**src/rtl/lsu_mem_sequencer_pkg.sv**
```systemverilog
// Shared constants for the LSU memory sequencer: func3 codes, FSM states, access sizes.
// The misaligned-trap option is LSU_MISALIGN_TRAP_EN, consumed by lsu_mem_sequencer.
package lsu_mem_sequencer_pkg;

    localparam logic [2:0] F3_LB  = 3'b000;
    localparam logic [2:0] F3_LH  = 3'b001;
    localparam logic [2:0] F3_LW  = 3'b010;
    localparam logic [2:0] F3_LBU = 3'b100;
    localparam logic [2:0] F3_LHU = 3'b101;
    localparam logic [2:0] F3_SB  = 3'b000;
    localparam logic [2:0] F3_SH  = 3'b001;
    localparam logic [2:0] F3_SW  = 3'b010;

    localparam logic [2:0] BYTES_B = 3'd1;
    localparam logic [2:0] BYTES_H = 3'd2;
    localparam logic [2:0] BYTES_W = 3'd4;

    typedef enum logic [1:0] {IDLE, ACCESS, SPLIT, FAULT} state_e;

    function automatic logic [2:0] f3_bytes(input logic [2:0] f3);
        case (f3[1:0])
            2'b00:   return BYTES_B;
            2'b01:   return BYTES_H;
            default: return BYTES_W;
        endcase
    endfunction

    function automatic logic f3_legal(input logic wr, input logic [2:0] f3);
        if (wr) return (f3 == F3_SB) || (f3 == F3_SH) || (f3 == F3_SW);
        return (f3 == F3_LB) || (f3 == F3_LH) || (f3 == F3_LW) ||
               (f3 == F3_LBU) || (f3 == F3_LHU);
    endfunction

endpackage

```
**src/rtl/lsu_mem_sequencer_load_ext.sv**
```systemverilog
// Combinational load extender: sign/zero extends a raw little-endian value by func3.
module lsu_load_ext
    import lsu_mem_sequencer_pkg::*;
(
    input  logic [2:0]  func3,
    input  logic [31:0] raw,
    output logic [31:0] ext
);

    always_comb begin
        ext = raw;
        case (func3)
            F3_LB:   ext = {{24{raw[7]}}, raw[7:0]};
            F3_LH:   ext = {{16{raw[15]}}, raw[15:0]};
            F3_LBU:  ext = {24'b0, raw[7:0]};
            F3_LHU:  ext = {16'b0, raw[15:0]};
            default: ext = raw;
        endcase
    end

endmodule

```
**src/rtl/lsu_mem_sequencer.sv**
```systemverilog
// Load/store sequencer: aligned accesses go straight to memory, misaligned ones are split into bytes.
// Define LSU_MISALIGN_TRAP_EN to fault misaligned halfword/word accesses instead of splitting them.
module lsu_mem_sequencer
    import lsu_mem_sequencer_pkg::*;
#(
    parameter int ADDR_W = 8
) (
    input  logic              clk,
    input  logic              rst_n,
    input  logic              req_valid,
    output logic              req_ready,
    input  logic              req_write,
    input  logic [2:0]        req_func3,
    input  logic [ADDR_W-1:0] req_addr,
    input  logic [31:0]       req_wdata,
    output logic              rsp_valid,
    output logic [31:0]       rsp_rdata,
    output logic              rsp_fault,
    output logic              mem_read,
    output logic              mem_write,
    output logic [2:0]        mem_func3,
    output logic [ADDR_W-1:0] mem_addr,
    output logic [31:0]       mem_wdata,
    input  logic [31:0]       mem_rdata
);

    state_e            state_q, state_d;
    logic              write_q, write_d;
    logic [2:0]        func3_q, func3_d;
    logic [ADDR_W-1:0] addr_q, addr_d;
    logic [31:0]       wdata_q, wdata_d;
    logic [1:0]        cnt_q, cnt_d;
    logic [31:0]       asm_q, asm_d;
    logic              rsp_valid_q, rsp_valid_d;
    logic              rsp_fault_q, rsp_fault_d;
    logic [31:0]       rsp_rdata_q, rsp_rdata_d;

    logic [31:0] asm_next, ext_raw, ext_out;
    logic        last_byte, misaligned;

    lsu_load_ext u_ext (
        .func3 (func3_q),
        .raw   (ext_raw),
        .ext   (ext_out)
    );

    // Memory side is purely a function of state so reset silences it immediately.
    always_comb begin
        asm_next = asm_q;
        asm_next[{cnt_q, 3'b000} +: 8] = mem_rdata[7:0];
        last_byte = ({1'b0, cnt_q} == (f3_bytes(func3_q) - 3'd1));
        ext_raw   = mem_rdata;
        mem_read  = 1'b0;
        mem_write = 1'b0;
        mem_func3 = 3'b000;
        mem_addr  = '0;
        mem_wdata = 32'b0;
        case (state_q)
            ACCESS: begin
                mem_read  = ~write_q;
                mem_write = write_q;
                mem_func3 = func3_q;
                mem_addr  = addr_q;
                mem_wdata = wdata_q;
            end
            SPLIT: begin
                mem_read  = ~write_q;
                mem_write = write_q;
                mem_func3 = write_q ? F3_SB : F3_LBU;
                mem_addr  = addr_q + ADDR_W'(cnt_q);
                mem_wdata = {24'b0, wdata_q[{cnt_q, 3'b000} +: 8]};
                ext_raw   = asm_next;
            end
            default: ;
        endcase
    end

    always_comb begin
        misaligned = ((req_func3[1:0] == 2'b01) && req_addr[0]) ||
                     ((req_func3[1:0] == 2'b10) && (req_addr[1:0] != 2'b00));
        state_d     = state_q;
        write_d     = write_q;
        func3_d     = func3_q;
        addr_d      = addr_q;
        wdata_d     = wdata_q;
        cnt_d       = cnt_q;
        asm_d       = asm_q;
        rsp_valid_d = 1'b0;
        rsp_fault_d = 1'b0;
        rsp_rdata_d = rsp_rdata_q;
        case (state_q)
            IDLE: begin
                if (req_valid) begin
                    write_d = req_write;
                    func3_d = req_func3;
                    addr_d  = req_addr;
                    wdata_d = req_wdata;
                    cnt_d   = 2'd0;
                    asm_d   = 32'b0;
                    if (!f3_legal(req_write, req_func3)) state_d = FAULT;
`ifdef LSU_MISALIGN_TRAP_EN
                    else if (misaligned)                 state_d = FAULT;
`else
                    else if (misaligned)                 state_d = SPLIT;
`endif
                    else                                 state_d = ACCESS;
                end
            end
            ACCESS: begin
                rsp_valid_d = 1'b1;
                rsp_rdata_d = write_q ? 32'b0 : ext_out;
                state_d     = IDLE;
            end
            SPLIT: begin
                asm_d = asm_next;
                cnt_d = cnt_q + 2'd1;
                if (last_byte) begin
                    rsp_valid_d = 1'b1;
                    rsp_rdata_d = write_q ? 32'b0 : ext_out;
                    cnt_d       = 2'd0;
                    state_d     = IDLE;
                end
            end
            FAULT: begin
                rsp_valid_d = 1'b1;
                rsp_fault_d = 1'b1;
                rsp_rdata_d = 32'b0;
                state_d     = IDLE;
            end
            default: state_d = IDLE;
        endcase
    end

    always_ff @(posedge clk or negedge rst_n) begin
        if (!rst_n) begin
            state_q     <= IDLE;
            write_q     <= 1'b0;
            func3_q     <= 3'b000;
            addr_q      <= '0;
            wdata_q     <= 32'b0;
            cnt_q       <= 2'd0;
            asm_q       <= 32'b0;
            rsp_valid_q <= 1'b0;
            rsp_fault_q <= 1'b0;
            rsp_rdata_q <= 32'b0;
        end else begin
            state_q     <= state_d;
            write_q     <= write_d;
            func3_q     <= func3_d;
            addr_q      <= addr_d;
            wdata_q     <= wdata_d;
            cnt_q       <= cnt_d;
            asm_q       <= asm_d;
            rsp_valid_q <= rsp_valid_d;
            rsp_fault_q <= rsp_fault_d;
            rsp_rdata_q <= rsp_rdata_d;
        end
    end

    assign req_ready = (state_q == IDLE);
    assign rsp_valid = rsp_valid_q;
    assign rsp_fault = rsp_fault_q;
    assign rsp_rdata = rsp_rdata_q;

endmodule

```
**config.mk**
```make
export PLATFORM = sky130hd
export DESIGN_NAME = lsu_mem_sequencer
export DESIGN_NICKNAME = d
export VERILOG_FILES = /design/src/rtl/lsu_mem_sequencer_pkg.sv /design/src/rtl/lsu_mem_sequencer_load_ext.sv /design/src/rtl/lsu_mem_sequencer.sv
export SDC_FILE = /design/constraint.sdc
export NUM_CORES = 1
export LEC_CHECK = 0
export CAP_MARGIN = 10
export CELL_PAD_IN_SITES_DETAIL_PLACEMENT = 2
export CELL_PAD_IN_SITES_GLOBAL_PLACEMENT = 2
export CORE_MARGIN = 4
export CORE_UTILIZATION = 33
export DETAILED_ROUTE_END_ITERATION = 10
export PLACE_DENSITY = 0.87
export RECOVER_POWER = 25
export SYNTH_ARGS = -nofsm -noshare
export SYNTH_HDL_FRONTEND = slang
export SYNTH_HIERARCHICAL = 1
export SYNTH_SLANG_ARGS = --single-unit
```
**constraint.sdc**
```tcl
create_clock -name clk -period 6.3 [get_ports clk]
set_input_delay 1.26 -clock clk [delete_from_list [all_inputs] [get_ports clk]]
set_output_delay 1.26 -clock clk [all_outputs]
set_load 0.02 [all_outputs]
```
== Yosys cells after proc, flatten, opt, wreduce, memory -nomap -nowiden ==
Cells that the tools add are included.
Cells by class
  add/sub/neg operators: 4
  equality and inequality tests: 16
  shift-type cells: 3
  muxes and demuxes: 33
  bitwise logic cells: 1
  reductions and logical operators: 20
Operator list (number)
  two-way mux 32 bit: 4
  one-hot mux 32 bit (2 select lines): 2
  one-hot mux 32 bit (4 select lines): 1
  one-hot mux 32 bit (3 select lines): 1
  bitwise mux 32 bit: 1
  variable shift 8 x 7 -> 32 bit, first input constant: 1
  variable part select 32 x 6 -> 8 bit: 1
  variable part select 8 x 7 -> 32 bit: 1
  one-hot mux 8 bit (2 select lines): 1
  == test 3 bit, second input constant: 4
  two-way mux 2 bit: 6
  one-hot mux 3 bit (2 select lines): 2
  two-way mux 1 bit: 11
  adder 8 x 2 -> 8 bit: 1
  AND reduction 2 bit: 4
  negator 5 -> 7 bit: 1
  == test 2 x 1 -> 1 bit, second input constant: 3
  == test 2 bit, second input constant: 3
  == test 3 x 1 -> 1 bit, second input constant: 2
  zero test 3 bit: 2
  one-hot mux 2 bit (3 select lines): 1
  logical OR 1 bit: 5
  zero test 2 bit: 2
  != test 2 bit, second input constant: 2
  other kinds (12): 15
Storage, ports and cells
  bits in registers: 114
  input port bits: 79
  output and inout bits: 80
  word-level logic and storage cells: 87

== Logic depth before layout (Yosys ltp) ==
  depth after elaboration: 11
  mapped depth: 12
  mapped depth without buffers: 9

== Hierarchy ==
The synthesis kept the hierarchy.
By module, submodules not included
  lsu_mem_sequencer: instances 1, cells each 513, area an instance 5890.6 sq um, seq. area each 2852.7 sq um
  lsu_load_ext: instances 1, cells each 67, area an instance 355.3 sq um, seq. area each 0.0 sq um

== Worst setup path after synthesis ==
OpenSTA, ideal clock, no wires.
  path type: flip-flop to output port
  from: register state_q[0]
  to: output port mem_addr[2]
  arrival: 1.882 ns
  data required time: 5.040 ns
  slack: 3.158 ns
  cell stages (with the launch flop): 8
  path buffers: 2
  path through: dfrtp_1 inv_1 ha_1 buf_4 and2_1 clkbuf_1 nand2_1 o21ai_0
On the way
  word-level cells in the longest chain between the ends: 2
  elaborated cells between the ends (all ways): 3
  classes of those cells: 2 x eq/ne; 1 x mux
RTL lines
  start, declared: line lsu_mem_sequencer.sv:27  | state_e state_q, state_d;
  start signal, assigned: line lsu_mem_sequencer.sv:147  | state_q <= state_d;
  == test 2 bit / == test 2 x 1 -> 1 bit (equally long branches): line lsu_mem_sequencer.sv:58  | case (state_q)
  one-hot mux 8 bit (2 select lines) (*): line lsu_mem_sequencer.sv:58
  end, declared: line lsu_mem_sequencer.sv:22  | output logic [ADDR_W-1:0] mem_addr,
Mark *: on every way between the ends. The rest lies on a longest branch, timed or not.

== Worst setup path after layout ==
  from: register cnt_q[0]
  to: output port mem_addr[4]
On the way
  word-level cells in the longest chain between the ends: 2
RTL lines
  start, declared: line lsu_mem_sequencer.sv:32  | logic [1:0] cnt_q, cnt_d;
  start signal, assigned: line lsu_mem_sequencer.sv:152  | cnt_q <= cnt_d;
  adder 8 x 2 -> 8 bit: line lsu_mem_sequencer.sv:70  | mem_addr = addr_q + ADDR_W'(cnt_q);
  one-hot mux 8 bit (2 select lines): line lsu_mem_sequencer.sv:58
No other way between the ends.

==> results by group <==
Run status
  – Status: complete, but fails checks
  – Failing checks: capacitance limit, slew limit

Place
  – Dpl hpwl: 16300 um
  – GP Congestion: 0.797
  – Post-placement worst setup slack: 1960 ps
  – IO Port Bufs: 158
  – Placed Cells: just over 900

Critical path
  – FF-to-FF path depth: 8
  – Worst Path Arrival: 3500 ps
  – Worst reg2reg path endpoint: rsp_rdata[28]
  – Slack of the worst reg-to-reg path: 2450 ps
  – Worst Setup SP: cnt_q[0]
  – CP endpoint: mem_addr[4]
  – Crit end category: output port
  – Critical path required time: 5040 ps
  – Crit path launch type: register
  – Kind of critical path: reg2out
  – RR Startpoint: cnt_q[0]
  – Critical path peak fanout: 16

Finish
  – Layout cells sized above 1: 14.4%
  – P&R area growth vs syn: 34.1%
  – Final nets: 794
  – Final non-filler cell total: 948
  – # fillers: 1880
  – Inserted Diodes: 0
  – Final Core Density: 44.9%

Clock network
  – CTS H-Tree Depth: 4
  – Num Clock Sinks: 114
  – # resized after CTS: 0
  – Clock buffer count from CTS: 17
  – Clock Tree Root: clkbuf_16
  – Post-CTS Hold Buffers: 0
  – CTS tree: yes
  – CTS clk-pin slew, worst paths: about 60 ps
  – Max clock buf depth: 2
  – Total setup buffers inserted after CTS: 0
  – Clk_lat worst skew: 420 ps

Synth
  – Post-Synthesis Mean Instance Area: ~11 um^2
  – Sequential-to-total area share from yosys stat: 45.7%
  – Ys async rst share: 100%
  – Cell taking the most area after synthesis: dfrtp_1
  – Synth top area share: 45.7%
  – Most frequent cell after synthesis: dfrtp_1
  – Area contributors post-synth: dfrtp_1, mux2_2, a22o_1, a32o_1, and2_1
  – Top FF cell, synth: dfrtp_1
  – Distinct cells, synth: 54
  – Cells after Synth: 580
  – FF+latch count, synth: 114
  – EDFF count, synth: 0
  – Post-Syn Area: 6250 um^2
  – Commonest cells in the netlist: dfrtp_1, a22o_1, nor2_1, mux2_2, nand2_1
  – Syn Nets: 672
  – Ys Warns: 6

STA
  – Fin. Hold Viols: 0
  – Slew Limit Headroom: -121%
  – Highest attainable clock frequency: about 210 MHz
  – Max-slew violations: 60
  – Min Clock Period, post-route: 4760 ps
  – Least-Margin Pin Slew: around 3300 ps
  – # setup viols final: 0
  – Clock skew: 11.8 ps
  – Final Cycle Share: 75.6%
  – Setup TNS: 0 ps
  – RSZ-0062 raised after global routing: no
  – Setup slack after layout: 1540 ps

Hold path
  – Hold Path Class: reg2reg
  – Hold path cells: 2

Detailed routing
  – Remaining DRCs: 0
  – WL per Instance: 26.0 um
  – Detailed Routing Iterations Pass 1: 4
  – Via count: roughly 5500
  – Initial detailed-routing violation count: just under 200
  – Drt total wl: 24700 um
  – Remaining antenna violation count after routing: 0
  – Vias per cell: roughly 5.8

Global routing
  – First-pass GRT wire length: 38800 um
  – Total global-route track usage: a little under a quarter
  – Congestion Overflow GR: 0
  – Vias in the first global route: 6424
  – Initial antenna violation count: 1
  – Largest net degree at the start of global routing: 60

Floorplanning
  – Core area: 18600 um^2
  – Rows: 50
  – Die X: 146 um
  – Die area: 21200 um^2
  – Ports: between 150 and 200
  – Initial Utilization: 33.5%
  – Die height: 146 um

Job
  – MaxCap Viol Count: 2

Pwr
  – PwrDens: 515 nW/um^2
  – Leakage Power: 3.52 nW
  – Maximum VDD drop: 0.240 mV
-- report_power, final --
group	internal, mW	total, mW	switching (mW)
combinational	0.904	2.04	1.13
sequential	0.977	1.29	0.312
clock	0.617	0.988	0.371
-- final cells by class --
| class | instances | area (um^2) | area share (%) |
|---|---|---|---|
| inverter | 7 | 28.8 | 0.344 |
| timing repair buffer | 162 | 1600 | 19.1 |
| sequential | 114 | 2850 | 34.1 |
| clock inverter | 14 | 166 | 1.99 |
| clock buffer | 17 | 425 | 5.08 |
| tap | 234 | 293 | 3.50 |
| multi-input combinational | 400 | 3000 | 35.9 |
-- logic make-up after synthesis --
kind of cell	Yosys count	share of synthesized area (%)
flip-flops	114	45.7
AO/OA/AOI/OAI	176	21.2
XOR/XNOR	3	0.421
adder cells (fa/ha/maj)	13	2.72
multiplexers	54	11.2
buffers and inverters	66	6.27
AND/OR/NAND/NOR	154	12.5
-- per-layer routing --
metal | vias up | GRT usage, % | share of wire [%]
met5 | - | 0 | 0.032
met4 | 2 | 10.7 | 3.9
met3 | 68 | 8.69 | 7.5
met2 | 196 | 40.7 | 50
met1 | 2832 | 25.7 | 38
li1 | 2371 | - | -
-- flip-flops by register name, summed over array words and instances (netlist names) --
name and flops:
addr_q 8, asm_q 32, cnt_q 2, func3_q 3, rsp_fault 1, rsp_rdata 32, rsp_valid 1, state_q 2
wdata_q 32, write_q 1
-- how the worst min path moves through the flow --
stage | end | slack, ps | startpoint
2_1_floorplan | asm_q[16] | 440 | asm_q[16]
3_3_place_gp | asm_q[19] | 450 | asm_q[19]
3_5_place_dp | asm_q[17] | 470 | asm_q[17]
4_1_cts | asm_q[18] | 490 | asm_q[18]
5_1_grt | asm_q[28] | 510 | asm_q[28]
6_report | asm_q[18] | 480 | asm_q[18]
-- worst max-delay path: stages, from the launching register on --
cell,delay (ps)
dfrtp_1,730
ha_1,410
fa_1,430
and3_1,260
xnor2_1,160
o21ai_0,350
clkdlybuf4s50_1,730
-- stage by stage --
stage          area (um^2)  power (mW)  hold slack (ps)
2_1_floorplan         6250        2.52              442
3_3_place_gp          7790        3.13              454
3_5_place_dp          7790        3.27              473
4_1_cts               8380        4.35              487
5_1_grt               8370        4.56              512
6_report              8370        4.32              479
-- cells in the final DEF (no fill, tap or decap), types with 5 or more instances in the layout --
cell type,instances
a21oi_1,27
a221oi_1,15
a22o_1,54
a32o_1,24
and2_1,32
clkbuf_16,17
clkdlybuf4s50_1,157
dfrtp_1,114
ha_1,12
mux2_2,44
mux4_2,8
nand2_1,41
nor2_1,46
nor2b_1,10
o21ai_0,36
o21ai_1,5
No activity file was read; power rests on OpenSTA's default activity.
